File: config.mk
export PLATFORM = sky130hd
export DESIGN_NAME = buzzer_sequencer
export DESIGN_NICKNAME = d
export VERILOG_FILES = /design/src/rtl/buzzer_sequencer_pkg.sv /design/src/rtl/buzzer_sequencer_tone_gen.sv /design/src/rtl/buzzer_sequencer.sv
export SDC_FILE = /design/constraint.sdc
export NUM_CORES = 1
export LEC_CHECK = 0
export BUFFER_PORTS_ARGS = -buffer_cell sky130_fd_sc_hd__buf_2
export CAP_MARGIN = 20
export CORE_MARGIN = 8
export CORE_UTILIZATION = 24
export DETAILED_ROUTE_END_ITERATION = 6
export HOLD_SLACK_MARGIN = 0.02
export PLACE_DENSITY = 0.45
export SLEW_MARGIN = 20
export SYNTH_ARGS = -nofsm -noshare
export SYNTH_HDL_FRONTEND = slang
export SYNTH_SLANG_ARGS = --single-unit
File: constraint.sdc
create_clock -name clk -period 2.1 [get_ports clk]
set_input_delay 0.105 -clock clk [delete_from_list [all_inputs] [get_ports clk]]
set_output_delay 0.105 -clock clk [all_outputs]
set_load 0.05 [all_outputs]
File: src/rtl/buzzer_sequencer_pkg.sv
// Shared zone/state encodings and the echo-width classifier for the parking-aid buzzer.
package buzzer_sequencer_pkg;

    typedef enum logic [1:0] {
        ZONE_NEAR = 2'd0,
        ZONE_MID  = 2'd1,
        ZONE_FAR  = 2'd2,
        ZONE_OUT  = 2'd3
    } zone_t;

    typedef enum logic [1:0] {
        S_IDLE     = 2'd0,
        S_TONE_ON  = 2'd1,
        S_TONE_OFF = 2'd2
    } state_t;

    // Thresholds are inclusive upper bounds of each zone.
    function automatic zone_t classify(
        input logic [23:0] v,
        input logic [23:0] th_near,
        input logic [23:0] th_mid,
        input logic [23:0] th_far
    );
        if (v <= th_near)     return ZONE_NEAR;
        else if (v <= th_mid) return ZONE_MID;
        else if (v <= th_far) return ZONE_FAR;
        else                  return ZONE_OUT;
    endfunction

endpackage

File: src/rtl/buzzer_sequencer_tone_gen.sv
// Free-running half-period divider producing the buzzer square wave.
// Synchronous clear restarts the wave low with a fresh half-period.
module tone_gen #(
    parameter int TONE_HALF = 25000
) (
    input  logic clk,
    input  logic rst,
    input  logic clr,
    output logic tone
);

    localparam int TW = (TONE_HALF > 1) ? $clog2(TONE_HALF) : 1;
    localparam logic [TW-1:0] TONE_TC = TW'(TONE_HALF - 1);

    logic [TW-1:0] cnt;

    always_ff @(posedge clk or posedge rst) begin
        if (rst) begin
            cnt  <= '0;
            tone <= 1'b0;
        end else if (clr) begin
            cnt  <= '0;
            tone <= 1'b0;
        end else if (cnt == TONE_TC) begin
            cnt  <= '0;
            tone <= ~tone;
        end else begin
            cnt <= cnt + TW'(1);
        end
    end

endmodule

File: src/rtl/buzzer_sequencer.sv
// Parking-aid buzzer sequencer: classifies echo widths into zones and gates a tone cadence.
//   state      | meaning
//   S_IDLE     | silent; waits for enable with a zone other than OUT
//   S_TONE_ON  | tone sounding; NEAR holds here, MID/FAR time ON_CYC
//   S_TONE_OFF | silent pause of OFF_MID or OFF_FAR, then re-latch zone
module buzzer_sequencer
    import buzzer_sequencer_pkg::*;
#(
    parameter logic [23:0] TH_NEAR   = 24'd23750,
    parameter logic [23:0] TH_MID    = 24'd95000,
    parameter logic [23:0] TH_FAR    = 24'd12500000,
    parameter int          TONE_HALF = 25000,
    parameter int          ON_CYC    = 5000000,
    parameter int          OFF_MID   = 5000000,
    parameter int          OFF_FAR   = 20000000,
    parameter int          STALE_CYC = 25000000
) (
    input  logic        clk,
    input  logic        rst,
    input  logic        enable,
    input  logic        meas_valid,
    input  logic [23:0] meas_value,
    output logic        buzzer,
    output logic [1:0]  zone,
    output logic        active
);

    localparam int BEEP_MAX = (ON_CYC > OFF_MID) ? ((ON_CYC > OFF_FAR) ? ON_CYC : OFF_FAR)
                                                 : ((OFF_MID > OFF_FAR) ? OFF_MID : OFF_FAR);
    localparam int BW = $clog2(BEEP_MAX + 1);
    localparam int SW = $clog2(STALE_CYC + 1);

    localparam logic [BW-1:0] ON_TC    = BW'(ON_CYC - 1);
    localparam logic [BW-1:0] MID_TC   = BW'(OFF_MID - 1);
    localparam logic [BW-1:0] FAR_TC   = BW'(OFF_FAR - 1);
    localparam logic [SW-1:0] STALE_TC = SW'(STALE_CYC - 1);

    zone_t         zone_q;
    zone_t         act_zone;
    zone_t         act_zone_nx;
    state_t        state;
    state_t        state_nx;
    logic [BW-1:0] beep_cnt;
    logic [BW-1:0] beep_cnt_nx;
    logic [BW-1:0] off_tc;
    logic [SW-1:0] stale_cnt;
    logic          tone_clr;
    logic          tone;

    // A fresh strobe always wins over the stale timeout in the same cycle.
    always_ff @(posedge clk or posedge rst) begin
        if (rst) begin
            zone_q    <= ZONE_OUT;
            stale_cnt <= '0;
        end else if (meas_valid) begin
            zone_q    <= classify(meas_value, TH_NEAR, TH_MID, TH_FAR);
            stale_cnt <= '0;
        end else if (stale_cnt == STALE_TC) begin
            zone_q    <= ZONE_OUT;
        end else begin
            stale_cnt <= stale_cnt + SW'(1);
        end
    end

    always_ff @(posedge clk or posedge rst) begin
        if (rst) begin
            state    <= S_IDLE;
            act_zone <= ZONE_OUT;
            beep_cnt <= '0;
        end else begin
            state    <= state_nx;
            act_zone <= act_zone_nx;
            beep_cnt <= beep_cnt_nx;
        end
    end

    assign off_tc = (act_zone == ZONE_FAR) ? FAR_TC : MID_TC;

    // MID/FAR beeps finish their phase with the zone latched at phase start.
    always_comb begin
        state_nx    = state;
        act_zone_nx = act_zone;
        beep_cnt_nx = '0;
        if (!enable || zone_q == ZONE_OUT) begin
            state_nx = S_IDLE;
        end else begin
            case (state)
                S_IDLE: begin
                    state_nx    = S_TONE_ON;
                    act_zone_nx = zone_q;
                end
                S_TONE_ON: begin
                    if (act_zone == ZONE_NEAR) begin
                        act_zone_nx = zone_q;
                    end else if (beep_cnt == ON_TC) begin
                        state_nx = S_TONE_OFF;
                    end else begin
                        beep_cnt_nx = beep_cnt + BW'(1);
                    end
                end
                S_TONE_OFF: begin
                    if (beep_cnt == off_tc) begin
                        state_nx    = S_TONE_ON;
                        act_zone_nx = zone_q;
                    end else begin
                        beep_cnt_nx = beep_cnt + BW'(1);
                    end
                end
                default: state_nx = S_IDLE;
            endcase
        end
    end

    // The tone only runs while staying in TONE_ON, so it is low everywhere else.
    assign tone_clr = !(state == S_TONE_ON && state_nx == S_TONE_ON);

    tone_gen #(
        .TONE_HALF(TONE_HALF)
    ) u_tone_gen (
        .clk  (clk),
        .rst  (rst),
        .clr  (tone_clr),
        .tone (tone)
    );

    assign buzzer = tone;
    assign zone   = zone_q;
    assign active = (state != S_IDLE);

endmodule

== Word-level counts from Yosys, hierarchy flattened ==
Cells that the tools add are included.

* Bits in registers: 72
* Output and inout bits: 4
* Logic and storage cells: 62

* Add/subtract/negate cells: 3
* Magnitude comparators: 3
* Eq/ne operators: 13
* Muxes and demuxes: 25
* Bitwise operators: 2
* Reduce and logical (&&, ||, !) cells: 9

{| class="wikitable"
|+ Operator list
! kind !! number
|-
| 2-to-1 mux 25 bit || 7
|-
| adder 25 x 1 -> 25 bit (second input constant) || 2
|-
| case mux 25 bit (2 select lines) || 1
|-
| 2-to-1 mux 15 bit || 2
|-
| equality test 25 x 23 -> 1 bit (second input constant) || 1
|-
| equality test 25 bit || 1
|-
| equality test 25 bit (second input constant) || 1
|-
| <= comparator 24 x 15 -> 1 bit (second input constant) || 1
|-
| <= comparator 24 x 17 -> 1 bit (second input constant) || 1
|-
| <= comparator 24 bit (second input constant) || 1
|-
| 2-to-1 mux 2 bit || 10
|-
| adder 15 x 1 -> 15 bit (second input constant) || 1
|-
| equality test 15 bit (second input constant) || 1
|-
| case mux 2 bit (3 select lines) || 2
|-
| equality test 2 bit (second input constant) || 3
|-
| inequality test 2 bit (second input constant) || 3
|-
| equality test 2 x 1 -> 1 bit (second input constant) || 2
|-
| zero test 2 bit || 2
|-
| AND reduction 4 bit || 1
|-
| nonzero test 2 bit || 2
|-
| 2-to-1 mux 1 bit || 3
|-
| nonzero test 3 bit || 1
|-
| inequality test 2 x 1 -> 1 bit (second input constant) || 1
|-
| NOT 1 bit || 2
|-
| other kinds (3) || 3
|}

== Longest topological paths before layout ==
* Depth after elaboration: 9
* Gate-level depth with buffers: 9

== Cells and area by module ==
A second synthesis with hierarchy kept.

* Cell total of the unflattened synthesis: 438
* Area, all modules: 4179.0 sq um

{| class="wikitable"
|+ Modules (own cells, without submodules)
! module !! instances !! cells each !! area each (sq um) !! sequential area each (sq um)
|-
| buzzer_sequencer || 1 || 360 || 3404.5 || 1406.3
|-
| tone_gen || 1 || 78 || 774.5 || 400.4
|}

== Worst setup path before layout ==
Ideal clock, no wire load.

* Kind: register to register
* From: reg beep_cnt[18]
* To: reg beep_cnt[16]
* Library setup time: 0.121 ns
* Arrival: 2.058 ns
* Data required time: 1.979 ns
* Path slack: -0.080 ns
* Stages on the path, launching flop included: 8
* Period minus slack after synthesis: 2.180 ns
* Cells stage by stage: dfrtp_1 or4b_1 nor4_4 o21ai_0 a221o_1 nand3_2 buf_2 nor2_1

* Word-level cells in the longest chain between the ends: 5

{| class="wikitable"
|+ Ends and longest elaborated chain
! what !! RTL line !! source
|-
| from (decl) || buzzer_sequencer.sv:43 || <nowiki>logic [BW-1:0] beep_cnt;</nowiki>
|-
| from (signal assigned) || buzzer_sequencer.sv:73 || <nowiki>beep_cnt <= beep_cnt_nx;</nowiki>
|-
| equality test 25 x 23 -> 1 bit || buzzer_sequencer.sv:95 || <nowiki>end else if (beep_cnt == ON_TC) begin</nowiki>
|-
| 2-to-1 mux 25 bit || buzzer_sequencer.sv:95 ||
|-
| 2-to-1 mux 25 bit || buzzer_sequencer.sv:93 || <nowiki>if (act_zone == ZONE_NEAR) begin</nowiki>
|-
| case mux 25 bit (2 select lines) (*) || buzzer_sequencer.sv:87 || <nowiki>case (state)</nowiki>
|-
| 2-to-1 mux 25 bit (*) || buzzer_sequencer.sv:84 || <nowiki>if (!enable || zone_q == ZONE_OUT) begin</nowiki>
|-
| via beep_cnt_nx[16] || buzzer_sequencer.sv:44 || <nowiki>logic [BW-1:0] beep_cnt_nx;</nowiki>
|}

Mark *: on every way through the listed nets, which the timed path passes. The rest lies on a longest branch.
A chain may end at the register's enable or synchronous reset.

== Worst setup path after layout ==
* From: reg beep_cnt[20]
* To: reg beep_cnt[19]

Same word-level chain as after synthesis.

==> impl_results.md <==
- Fmax: about 440 MHz
- ANT nets after route: 0
- Slowest stage delay, CP: 0.57 ns
- Cells on worst reg2reg path: 8
- Synth Register Bits: 72
- Post-synthesis sequential area ratio: 45.5%
- Arr. time, crit path: 2.50 ns
- RR Startpoint: beep_cnt[20]$_DFF_PP0_
- Area growth syn-to-layout: 29.6%
- DRT Wirelength: 9.06 mm
- Final Max Slew Viols: 0
- Core area: 16,300 um^2
- Row cnt: 47
- Worst Hold End: zone[0]$_DFFE_PP1P_
- Initial antenna violation count: 0
- Die width: ~140 um
- Vias per std cell: 4.51
- Fin. Hold Viols: 0
- Final setup viols: between 40 and 50
- # IOs: 32
- Worst slew margin: around 64%
- Register share of total power: 43.2%
- RR Endpoint: beep_cnt[19]$_DFF_PP0_
- Ys flop type: dfrtp_1
- Int Pwr: 2530 uW
- Hold WC Path Type: input pin to flop
- RSZ-0062 raised after global routing: yes
- Total GRT Usage: 9.44%
- Status: complete, but fails checks
- Overflow after GRT: 0
- Mapped Cells: 411
- Synthesized cell area: around 4000 um^2
- Period minus WS final: 2.28 ns
- CTS max path bufs: 2
- Critical Path, Cell by Cell: or4b_4 > nor4_4 > buf_4 > nor2_1 > a221o_1 > nand3_2 > buf_12 > nor2_1
- CP most frequent cell: nor2_1
- Total CTS buffers: 9
- Filler instances: 1,754
- Clock power share: 50.0%
- Nets@finish: roughly 520
- CTS tree: done
- Reg area: roughly 1800 um^2
- GP Congestion: 0.775
- Pwr per Cell Area: 640 nW/um^2
- CP Launch Point: beep_cnt[20]$_DFF_PP0_
- Wire per inst: about 13 um
- Syn nets: around 450
- Top-count cell post-synth: dfrtp_1
- Slowest cell on crit path: or4b_4
- Starting Density: roughly 24%
- Vias in the first global route: around 3,200
- Distinct cells, synth: 54
- Die area: ~21,000 um^2
- Share of cells above drive strength 1: 24.9%
- Multi-input logic area: 2180 um^2
- Worst setup margin: -0.179 ns
- CTS Root Cell: clkbuf_16
- # clock sinks: a little over 70
- Synth top area cells: dfrtp_1, xor2_1, nor2_1
- Fraction of registers with async set/reset: 100%
- CTS H-tree lvls: 3
- Initial DRT Pass Iterations: 4
- Tcrit/Tclk final: 109%
- Internal reg-to-reg setup slack: -0.18 ns
- Leakage: 0.00207 uW
- Failing checks: setup timing
- IO Port Bufs: 31
- Die extent in y: roughly 140 um
- CP Launch Type: flop
- Clk slew on worst S/H paths: 0.06 ns
- # DRC: 0
- First-pass GRT wire length: 15.5 mm
- Worst VDD drop: ~0.37 mV
- CP Capture Type: flop
- Worst slew pin tran: 0.538 ns
- Setup TNS: -5.92 ns
- 1st-iter DRT viols: 139
- Hpwl dp: about 6.3 mm
- Min-delay src: meas_value[14]
- WHS Path Cells: 3
- Largest net degree at the start of global routing: 43
- Sw power: around 760 uW
- Required @ worst endpoint: about 2.3 ns
- Via count: 3,178
- Antenna Cells: 0
- Synth Area per Inst: 9.66 um^2
- EDFF count, synth: 0
- Critical-path maximum fanout: 25
- Total power: 3290 uW
- Clk_lat worst skew: 0.34 ns
- YS warnings: 0
- Comb pwr share: approximately 6.8%
- Post-synth top cells: dfrtp_1, nor2_1, xor2_1
- Area leader, netlist: dfrtp_1
- Maxcap violations: 0
- Worst Skew: a little under 0.009 ns
- Switch share: 23.1%
- Critical setup path kind: flop to flop
- Post-synth top area share: 42.9%
[repair_timing]
| action | CTS | global route |
|---|---|---|
| resized for setup | 6 | 19 |
| gates cloned | 0 | 1 |
| setup endpoints to repair | 39 | 56 |
| pin swaps | 0 | 5 |
| hold buffers | 1 | 0 |
| setup buffers | 2 | 3 |
| endpoints found under the hold margin | 14 | 0 |
[how the worst max path moves through the flow]
stage,endpoint
2_1_floorplan,u_tone_gen.cnt[0]$_DFF_PP0_
3_3_place_gp,u_tone_gen.cnt[1]$_DFF_PP0_
3_5_place_dp,u_tone_gen.cnt[1]$_DFF_PP0_
4_1_cts,u_tone_gen.cnt[5]$_DFF_PP0_
5_1_grt,u_tone_gen.cnt[2]$_DFF_PP0_
6_report,beep_cnt[19]$_DFF_PP0_
[state kept, by name, summed over array words and instances, names as in the netlist]
| register | count |
|---|---|
| zone | 2 |
| beep_cnt | 25 |
| u_tone_gen.tone | 1 |
| stale_cnt | 25 |
| act_zone | 2 |
| state | 2 |
| u_tone_gen.cnt | 15 |
[worst max-delay path: cells and delay by family, from the launching register on]
family / cells / cell delay (ns)
flops: 1 / 0.39
simple gates: 5 / 1.15
buf+inv: 2 / 0.34
compound gates: 1 / 0.28
[stage by stage]
step | setup WS, ns | util (%) | instance area [um^2] | std cells | hold WS (ns)
4_1_cts | -0.109 | 30.7 | 5010 | 701 | 0.0572
2_1_floorplan | -0.0188 | - | 3990 | 411 | 0.271
3_3_place_gp | -0.0828 | 28.4 | 4640 | 682 | 0.104
5_1_grt | -0.281 | 31.5 | 5140 | 705 | 0.104
6_report | -0.179 | 31.5 | 5140 | 705 | 0.0738
3_5_place_dp | -0.131 | 28.4 | 4640 | 682 | 0.114
[power by group through the flow]
stage	Clock, uW	Sequential (uW)	Combinational [uW]
4_1_cts	1720	1420	223
3_3_place_gp	0	1450	210
2_1_floorplan	0	1450	121
3_5_place_dp	0	1450	213
6_report	1650	1420	224
5_1_grt	1780	1430	249
[layout make-up]
cell class | instances | share of cell area [%]
inverter | 13 | 0.948
clock buffer | 9 | 4.38
timing repair buffer | 70 | 10.0
tap | 220 | 5.35
sequential | 72 | 35.1
clock inverter | 7 | 1.87
multi-input combinational | 314 | 42.3
[cell usage in the layout, fill, tap and decap left out, drive strengths merged, types with 3 or more instances in the layout]
cell type  Yosys  final
nor2          60     60
nor4          24     24
clkinvlp       0      3
nand4         20     20
buf            5     69
xor2          38     38
xnor2         19     19
nor3           9      9
nor4b          4      4
or4b           5      5
inv           13     13
and2           9      9
a21oi         11     11
nand3         20     20
nand2         33     33
clkbuf         7      9
dfrtp         68     68
and4           4      4
and3           6      6
ha             7      7
or3            4      4
dfstp          4      4
o21ai          8      8
[per-layer routing]
metal,GRT usage [%],vias up,share of wire [%]
met1,11.3,1549,46
met4,3.45,0,1.4
met2,15.6,27,50
li1,-,1595,-
met3,2.97,7,2.7
met5,0,-,0
[logic make-up (layout without fill, tap and decap cells)]
kind of cell | Yosys count | after routing | synth area share (%)
multiplexers | 4 | 4 | 1.17
flip-flops | 72 | 72 | 45.5
buffers and inverters | 25 | 99 | 2.68
XOR/XNOR | 57 | 57 | 12.6
adder cells (fa/ha/maj) | 7 | 7 | 2.21
AND/OR/NAND/NOR | 213 | 213 | 30.4
AO/OA/AOI/OAI | 33 | 33 | 5.49
Power figures use the tool's default switching activity.
